### src/rtl/ff_comb_mac.sv
// Two-stage pipelined signed multiply-accumulate with a sticky signed-overflow flag.
// Stage 1 registers the operands; stage 2 adds their product into the accumulator.
module ff_comb_mac #(
    parameter int IN_W  = 8,
    parameter int OUT_W = 16
) (
    input  logic                    clk,
    input  logic                    reset,
    input  logic signed [IN_W-1:0]  a,
    input  logic signed [IN_W-1:0]  b,
    input  logic                    valid_in,
    output logic                    valid_out,
    output logic signed [OUT_W-1:0] f,
    output logic                    overflow
);

    logic signed [IN_W-1:0]    a_q, b_q;
    logic                      v_q;
    logic signed [OUT_W-1:0]   f_q, f_d;
    logic                      ovf_q, ovf_d;
    logic                      vout_q, vout_d;

    logic signed [2*IN_W-1:0]  prod_full;
    logic signed [OUT_W-1:0]   prod_ext;
    logic signed [OUT_W-1:0]   sum;
    logic                      add_ovf;

    // Operands are widened before multiplying so the full signed product is kept.
    assign prod_full = $signed({{IN_W{a_q[IN_W-1]}}, a_q}) * $signed({{IN_W{b_q[IN_W-1]}}, b_q});

    generate
        if (OUT_W > 2*IN_W) begin : g_ext
            assign prod_ext = {{(OUT_W-2*IN_W){prod_full[2*IN_W-1]}}, prod_full};
        end else begin : g_noext
            assign prod_ext = prod_full[OUT_W-1:0];
        end
    endgenerate

    assign sum     = f_q + prod_ext;
    assign add_ovf = (prod_ext[OUT_W-1] == f_q[OUT_W-1]) && (sum[OUT_W-1] != f_q[OUT_W-1]);

    always_comb begin
        f_d    = f_q;
        ovf_d  = ovf_q;
        vout_d = 1'b0;
        if (v_q) begin
            f_d    = sum;
            ovf_d  = ovf_q | add_ovf;
            vout_d = 1'b1;
        end
    end

    always_ff @(posedge clk or posedge reset) begin
        if (reset) begin
            a_q    <= '0;
            b_q    <= '0;
            v_q    <= 1'b0;
            f_q    <= '0;
            ovf_q  <= 1'b0;
            vout_q <= 1'b0;
        end else begin
            a_q    <= a;
            b_q    <= b;
            v_q    <= valid_in;
            f_q    <= f_d;
            ovf_q  <= ovf_d;
            vout_q <= vout_d;
        end
    end

    assign f         = f_q;
    assign overflow  = ovf_q;
    assign valid_out = vout_q;

endmodule

### config.mk
export PLATFORM = sky130hd
export DESIGN_NAME = ff_comb_mac
export DESIGN_NICKNAME = d
export VERILOG_FILES = /design/src/rtl/ff_comb_mac.sv
export SDC_FILE = /design/constraint.sdc
export NUM_CORES = 1
export LEC_CHECK = 0
export ABC_AREA = 1
export CAP_MARGIN = 10
export CORE_AREA = 2 2 95 97
export DETAILED_ROUTE_END_ITERATION = 6
export DIE_AREA = 0 0 97 99
export PLACE_DENSITY_LB_ADDON = 0.08
export SYNTH_ARGS = -nofsm -noshare
export SYNTH_HDL_FRONTEND = slang
export SYNTH_SLANG_ARGS = --single-unit
### constraint.sdc
create_clock -name clk -period 6.75 [get_ports clk]
set_input_delay 0.675 -clock clk [delete_from_list [all_inputs] [get_ports clk]]
set_output_delay 0.675 -clock clk [all_outputs]
set_load 0.005 [all_outputs]
* Word-level counts from Yosys, hierarchy flattened
Index checks and enable logic that the tools add are counted.
Operators by class: add/subtract/negate cells 1, multiply operators 1, equality and inequality tests 2, mux-type cells 1, bitwise operators 1, reduce and logical (&&, ||, !) cells 1
Operators by type and width (count):
- 16-bit adder | 1
- 8-bit by 8-bit multiplier with 16-bit output | 1
- 1-bit == test | 1
- 1-bit logical AND | 1
- 1-bit 2-to-1 mux | 1
- 1-bit inequality test | 1
- 1-bit OR | 1
Word-level totals: register bits 35, input port bits 19, output and inout port bits 18

* Longest topological paths before layout
Gate-level depths: netlist of run 1.
word-level depth 5, gate-level depth with buffers 32, gate-level depth less buffers 31

* Worst setup path after synthesis of run 1
Ideal clock, no wire load.
path type register -> register, from reg a_q[0], to reg f_q[15] (netlist: f[15]), data arrival time 5.020 ns, data required time 6.633 ns, slack 1.612 ns, stages on the path, launching flop included 29, period minus slack after synthesis 5.138 ns, cell sequence dfrtp_1 > clkbuf_1 > or2_2 > fa_1 > fa_1 > inv_1 > fa_1 > inv_1 > fa_1 > inv_1 > ha_1 > a21oi_1 > nand2_1 > nand4_1 > nand3_1 > nand2_1 > nand2_1 > a21oi_1 > xnor2_1 > ha_1 > inv_1 > nor3_1 > inv_1 > nor3_1 > nand2_1 > nand2_1 > nand3_1 > nand3_1 > nand2_1
Between the ends: word-level cells in the longest chain between the ends 2
Ends and longest elaborated chain:
- start: declaration | RTL line 17 | logic signed [IN_W-1:0] a_q, b_q;
- start signal: assignment | RTL line 55 | a_q <= '0;
- start signal: assignment | RTL line 62 | a_q <= a;
- 8-bit by 8-bit multiplier with 16-bit output | RTL line 29 | assign prod_full = $signed({{IN_W{a_q[IN_W-1]}}, a_q}) * $signed({{IN_W{b_q[IN_W-1]}}, b_q});
- 16-bit adder | RTL line 39 | assign sum = f_q + prod_ext;
- end signal: assignment | RTL line 58 | f_q <= '0;
- end signal: assignment | RTL line 65 | f_q <= f_d;
- end: declaration | RTL line 19 | logic signed [OUT_W-1:0] f_q, f_d;
No other way between the ends. A chain may end at the register's enable or synchronous reset.

* Final worst setup path of run 1
from reg b_q[7], to reg f_q[15] (netlist: f[15])
Between the ends: word-level cells in the longest chain between the ends 2
Ends and longest elaborated chain:
- start: declaration | RTL line 17
- start signal: assignment | RTL line 56 | b_q <= '0;
- start signal: assignment | RTL line 63 | b_q <= b;
- 8-bit by 8-bit multiplier with 16-bit output | RTL line 29
- 16-bit adder | RTL line 39
No other way between the ends.

==> flow_summary_export.csv, run 1 <==
group,metric,value,unit
status,status,"completed",
detailed_routing,drc,0,
clock_network,cts_max_path_buffers,2,
clock_network,clk_latency,0.28,ns
timing,fmaxAchievable,182.3,MHz
timing,hold_viol,0,
final_layout,fin_area,5132,um^2
detailed_routing,num_vias,3676,
worst_setup_path,cpPeakStageDelay,0.53,ns
detailed_routing,wire_per_inst,13.44,um
clock_network,cts_root_buf,"clkbuf_8",
floorplanning,die_h,99,um
placement,globalplace.congestion,0.9151,
timing,maxSlewViolCount,0,
clock_network,holdBufCountCts,0,
final_layout,antenna_cells,0,
min_path,worstHoldPathCells,2,
min_path,hold_path.class,"reg2reg",
synthesis,syn-cell-area,4641,um^2
timing,setup_violations,0,
clock_network,tritoncts,"done",
global_route,antenna_found_initial,0,
clock_network,h-tree-depth,2,
detailed_routing,drt_iter0_markers,133,
job,max_cap_violations,0,
clock_network,cts_setup_buffers,0,
timing,skew,0.008029,ns
global_route,grt_max_degree,36,
detailed_routing,wl,9958,um
placement,portBuffers,36,
worst_setup_path,critPathSlowestCell,"fa_1",
timing,slew_headroom,0.5684,
synthesis,syn-num-nets,726,
clock_network,cts-resized-gates,0,
floorplanning,initial_core_util,0.5427,
final_layout,fin_nets,751,
global_route,grt-ovfl-total,0,
worst_setup_path,r2r_cells,28,
floorplanning,core,8551,um^2
clock_network,cts_buffers,5,
floorplanning,die-area,9603,um^2
clock_network,path_clk_slew,0.08,ns
worst_setup_path,crit_path_end_kind,"register",
timing,setup_tns,0,ns
floorplanning,io_pins,37,
worst_setup_path,path_class,"reg2reg",
timing,period_minus_slack,5.486,ns
floorplanning,die_width,97,um
placement,dp_hpwl,8356,um
placement,placed_area,5044,um^2
worst_setup_path,crit_fanout,8,
detailed_routing,antenna_left,0,
timing,worst_slew_pin_slew,0.6473,ns
synthesis,yosysWarnings,0,
global_route,grtUsageTotal,0.2295,
worst_setup_path,required,6.92,ns
final_layout,syn2layout_area_growth,10.60,%
synthesis,seq_area_frac_synth,0.1887,
timing,grt_setup_unrepaired,"false",
global_route,grt_first_pass_wirelength,18040,um
global_route,grt_pass1_vias,3952,
synthesis,synth.avg_cell_area,7.645,um^2
final_layout,fillers,808,
timing,fin_crit_sh,0.8128,
synthesis,synth_cell_type_count,34,
synthesis,synth_cells,607,
detailed_routing,drtPass1Iterations,4,
worst_setup_path,cp_data_arrival_time,5.66,ns
final_layout,drive_above_1_share,0.03791,
worst_setup_path,worstSetupStartpointType,"register",
detailed_routing,post_drt_via_cell_ratio,4.961,
clock_network,cts.sinks,35,
floorplanning,rows,34,
synthesis,ys_seq_elements,35,
[layer usage]
layer	vias to the layer above	track usage	wire length [um]
met5	-	0	0
met4	0	0.03250	106
met3	15	0.04113	375
met2	72	0.4044	4897
met1	1743	0.3052	4578
li1	1846	-	-
[final timing paths]
check / endpoint / start / slack [ns]
min: overflow$_DFFE_PP0P_ / overflow$_DFFE_PP0P_ / 0.48
max: f[15]$_DFFE_PP0P_ / b_q[7]$_DFF_PP0_ / 1.26
min reg2reg: overflow$_DFFE_PP0P_ / overflow$_DFFE_PP0P_ / 0.48
max reg2reg: f[15]$_DFFE_PP0P_ / b_q[7]$_DFF_PP0_ / 1.26
max in group asynchronous: overflow$_DFFE_PP0P_ / reset / 5.63
min in group asynchronous: f[0]$_DFFE_PP0P_ / reset / 0.80
[critical path: cells and delay by family (launching register included)]
family / cells / cell delay [ns]
fa+ha+maj: 6 / 2.68
simple gates: 13 / 1.46
buf+inv: 6 / 0.46
flops: 1 / 0.39
compound gates: 2 / 0.31
xor+xnor: 1 / 0.09
[cell usage after synthesis (all sizes together)]
cell type    n  area [um^2]
o221ai       1        8.760
o2111ai      1        8.760
clkinv       1        3.750
or2          7        43.79
buf          2        16.26
xnor2       11        96.34
nand3b       3        22.52
clkbuf      17        83.83
nand3       39        205.2
o21ai       13        72.57
a21oi       19        113.9
fa          56         1121
ha          44        550.5
nand4        1        6.260
nor3         2        10.01
xor2         7        61.31
nand2      159        599.3
inv        156        585.6
a221oi       1        8.760
nor2        25        93.84
dfrtp       35        875.8
a31oi        3        18.77
a21boi       1        11.26
o21bai       1        7.510
a21o         2        15.01
[cell usage in the layout, fill, tap and decap left out, types with 2 or more instances in the layout]
cell type	synthesis	routed
or2_2	5	5
nor2_1	25	25
fa_1	56	56
clkbuf_8	2	5
dfrtp_1	35	35
xnor2_1	11	11
nand3b_1	3	3
a21oi_1	16	16
xor2_1	7	7
or2_1	2	2
nand3_2	2	2
clkdlybuf4s50_1	0	36
a21oi_2	2	2
clkinvlp_4	0	2
nor3_1	2	2
nand3_1	37	37
a31oi_1	3	3
ha_1	44	44
inv_1	155	155
nand2_1	158	158
o21ai_0	11	11
o21ai_2	2	2
a21o_1	2	2
[cell type report]
| class | count | area (um^2) | share of cell area |
|---|---|---|---|
| tap | 108 | 135.1 | 0.02633 |
| multi-input combinational | 396 | 3075 | 0.5992 |
| sequential | 35 | 875.8 | 0.1706 |
| timing repair buffer | 37 | 367.9 | 0.07167 |
| clock inverter | 3 | 20.02 | 0.003901 |
| inverter | 157 | 589.3 | 0.1148 |
| clock buffer | 5 | 68.82 | 0.01341 |
[cell families (layout without fill, tap and decap cells)]
| family | Yosys count | in the layout | synth area share |
|---|---|---|---|
| compound gates | 42 | 42 | 0.05716 |
| xor+xnor | 18 | 18 | 0.03397 |
| fa+ha+maj | 100 | 100 | 0.3602 |
| buf+inv | 176 | 202 | 0.1486 |
| flops | 35 | 35 | 0.1887 |
| simple gates | 236 | 236 | 0.2114 |
[through the flow]
stage	std cells	worst slack, ns	utilization	hold slack [ns]
floorplan	607	1.613	-	0.3745
global placement	733	1.348	0.5898	0.4527
detailed placement	733	1.287	0.5898	0.4629
CTS	741	1.261	0.6002	0.4831
global route	741	0.7457	0.6002	0.5041
finish	741	1.264	0.6002	0.4761
[state kept, by name, indices dropped and copies added (netlist names)]
register and count:
v_q 1, f 16, a_q 8, b_q 8, valid_out 1, overflow 1
Power of run 1 is left out: the tool's default activity adds up to more than one toggle a clock period on the data nets, which glitch-free logic cannot reach.
==> run 2: changes to the inputs <==
==> constraint.sdc (replaced) <==
create_clock -name clk -period 5.45 [get_ports clk]
set_input_delay 0.545 -clock clk [delete_from_list [all_inputs] [get_ports clk]]
set_output_delay 0.545 -clock clk [all_outputs]
set_load 0.005 [all_outputs]
==> flow_summary_export.csv, run 2 (synthesis gave the netlist of run 1 again) <==
group,metric,value,unit
final_layout,multi_input_area,3271,um^2
timing,slew_headroom,0.5816,
global_route,grt_first_pass_wirelength,17970,um
final_layout,layout_commonest_cell,"nand2_1",
global_route,antenna_found_initial,0,
worst_setup_path,crit_path_frequent_cell,"inv_2",
final_layout,fin_area,5602,um^2
final_layout,register_area,888.4,um^2
detailed_routing,drt_iter0_markers,113,
floorplanning,die-area,9603,um^2
floorplanning,initial_core_util,0.5427,
placement,preCtsSetupSlack,0.04216,ns
min_path,min_from,"overflow$_DFFE_PP0P_",
min_path,hold_path.class,"reg2reg",
detailed_routing,post_drt_via_cell_ratio,4.986,
worst_setup_path,required,5.64,ns
floorplanning,die_h,99,um
worst_setup_path,path_class,"reg2reg",
floorplanning,rows,34,
worst_setup_path,cp_data_arrival_time,5.36,ns
worst_setup_path,cp_num_buf_inv,8,
worst_setup_path,crit_path_end_kind,"register",
timing,maxSlewViolCount,0,
worst_setup_path,r2r-start,"a_q[3]$_DFF_PP0_",
placement,dp_hpwl,8474,um
floorplanning,io_pins,37,
timing,holdWs,0.4681,ns
final_layout,drive_above_1_share,0.1759,
clock_network,holdBufCountCts,0,
clock_network,clk_latency,0.30,ns
detailed_routing,drc,0,
detailed_routing,antenna_left,0,
timing,worst_slew_pin_slew,0.6276,ns
timing,worst_slack,0.2746,ns
status,status,"completed",
timing,fmaxAchievable,193.2,MHz
timing,period_minus_slack,5.175,ns
timing,fin_crit_sh,0.9496,
floorplanning,die_width,97,um
placement,globalplace.congestion,0.9553,
worst_setup_path,cp_top_family,"adder cells",
worst_setup_path,crit_path_start,"a_q[3]$_DFF_PP0_",
final_layout,fillers,726,
final_layout,syn2layout_area_growth,20.71,%
global_route,grtUsageTotal,0.2302,
clock_network,cts.sinks,35,
global_route,grt_pass1_vias,3896,
worst_setup_path,crit_fanout,4,
worst_setup_path,cpPeakStageDelay,0.57,ns
worst_setup_path,critPathSlowestCell,"fa_1",
job,max_cap_violations,0,
placement,placed_area,5141,um^2
timing,setup_violations,0,
global_route,grt-ovfl-total,0,
floorplanning,core,8551,um^2
clock_network,cts_max_path_buffers,2,
final_layout,fin_nets,783,
final_layout,antenna_cells,0,
clock_network,tritoncts,"done",
timing,hold_viol,0,
final_layout,mostFrequentLayoutCells,"nand2_1 (144), inv_1 (138), fa_1 (55)",
timing,skew,0.01012,ns
clock_network,path_clk_slew,0.08,ns
clock_network,cts_buffers,5,
detailed_routing,drtPass1Iterations,4,
timing,grt_setup_unrepaired,"true",
global_route,grt_max_degree,36,
clock_network,h-tree-depth,2,
detailed_routing,wl,10680,um
final_layout,largest_reg_flops,16,
detailed_routing,num_vias,3854,
worst_setup_path,worstSetupStartpointType,"register",
placement,portBuffers,36,
clock_network,cts_root_buf,"clkbuf_8",
detailed_routing,wire_per_inst,13.82,um
## run 2: cell count changes in the layout (fill, tap and decap cells not counted), moves of 4 or more
cell     delta
buf_6       +4
dfrtp_1    -10
ha_1        -8
nand2_2    +13
inv_1      -17
dfrtp_2    +10
ha_4        +7
a21oi_2     +4
nand2_1    -14
a21oi_1     -5
inv_2      +16
buf_4      +28
## run 2: repair_timing
action | in CTS | in global routing
setup buffers | 0 | 19
pin swaps | 0 | 42
gates cloned | 0 | 0
gates resized for setup | 1 | 71
endpoints found under the hold margin | 0 | 0
endpoints found under the setup margin | 2 | 6
## run 2: path summary, 6_finish.rpt
kind	cells past startpoint	endpoint	slack, ns
min in group asynchronous	3	b_q[0]$_DFF_PP0_	0.64
max in group asynchronous	3	a_q[6]$_DFF_PP0_	4.40
worst min register to register	2	overflow$_DFFE_PP0P_	0.47
worst max-delay path	29	f[15]$_DFFE_PP0P_	0.27
worst max register to register	29	f[15]$_DFFE_PP0P_	0.27
worst min-delay path	2	overflow$_DFFE_PP0P_	0.47
## run 2: routing by layer
metal | GRT usage | vias to the layer above | wire length, um
met5 | 0 | - | 0
met4 | 0.06067 | 0 | 288
met3 | 0.03191 | 25 | 326
met2 | 0.4038 | 82 | 5247
met1 | 0.3017 | 1836 | 4819
li1 | - | 1911 | -
## run 2: layout make-up
class / count / area share
Multi-Input combinational cell: 396 / 0.5839
Sequential cell: 35 / 0.1586
Timing Repair Buffer: 69 / 0.1112
Inverter: 157 / 0.1057
Tap cell: 108 / 0.02412
Clock buffer: 5 / 0.01229
Clock inverter: 3 / 0.004244
## run 2: metrics by stage
stage	setup TNS (ns)	instances	util
4_1_cts	0	754	0.6122
3_5_place_dp	0	746	0.6013
3_3_place_gp	0	746	0.6013
5_1_grt	-0.1287	773	0.6551
6_report	0	773	0.6551
2_1_floorplan	0	607	-
## run 2: worst reg2reg max path, delay by kind of cell, from the launching register on
family	cells	cell delay [ns]
adder cells (fa/ha/maj)	6	2.65
AND/OR/NAND/NOR	13	1.17
buffers and inverters	8	0.50
flip-flops	1	0.46
AO/OA/AOI/OAI	1	0.16
XOR/XNOR	1	0.15
Power of run 2 is left out for the same reason.
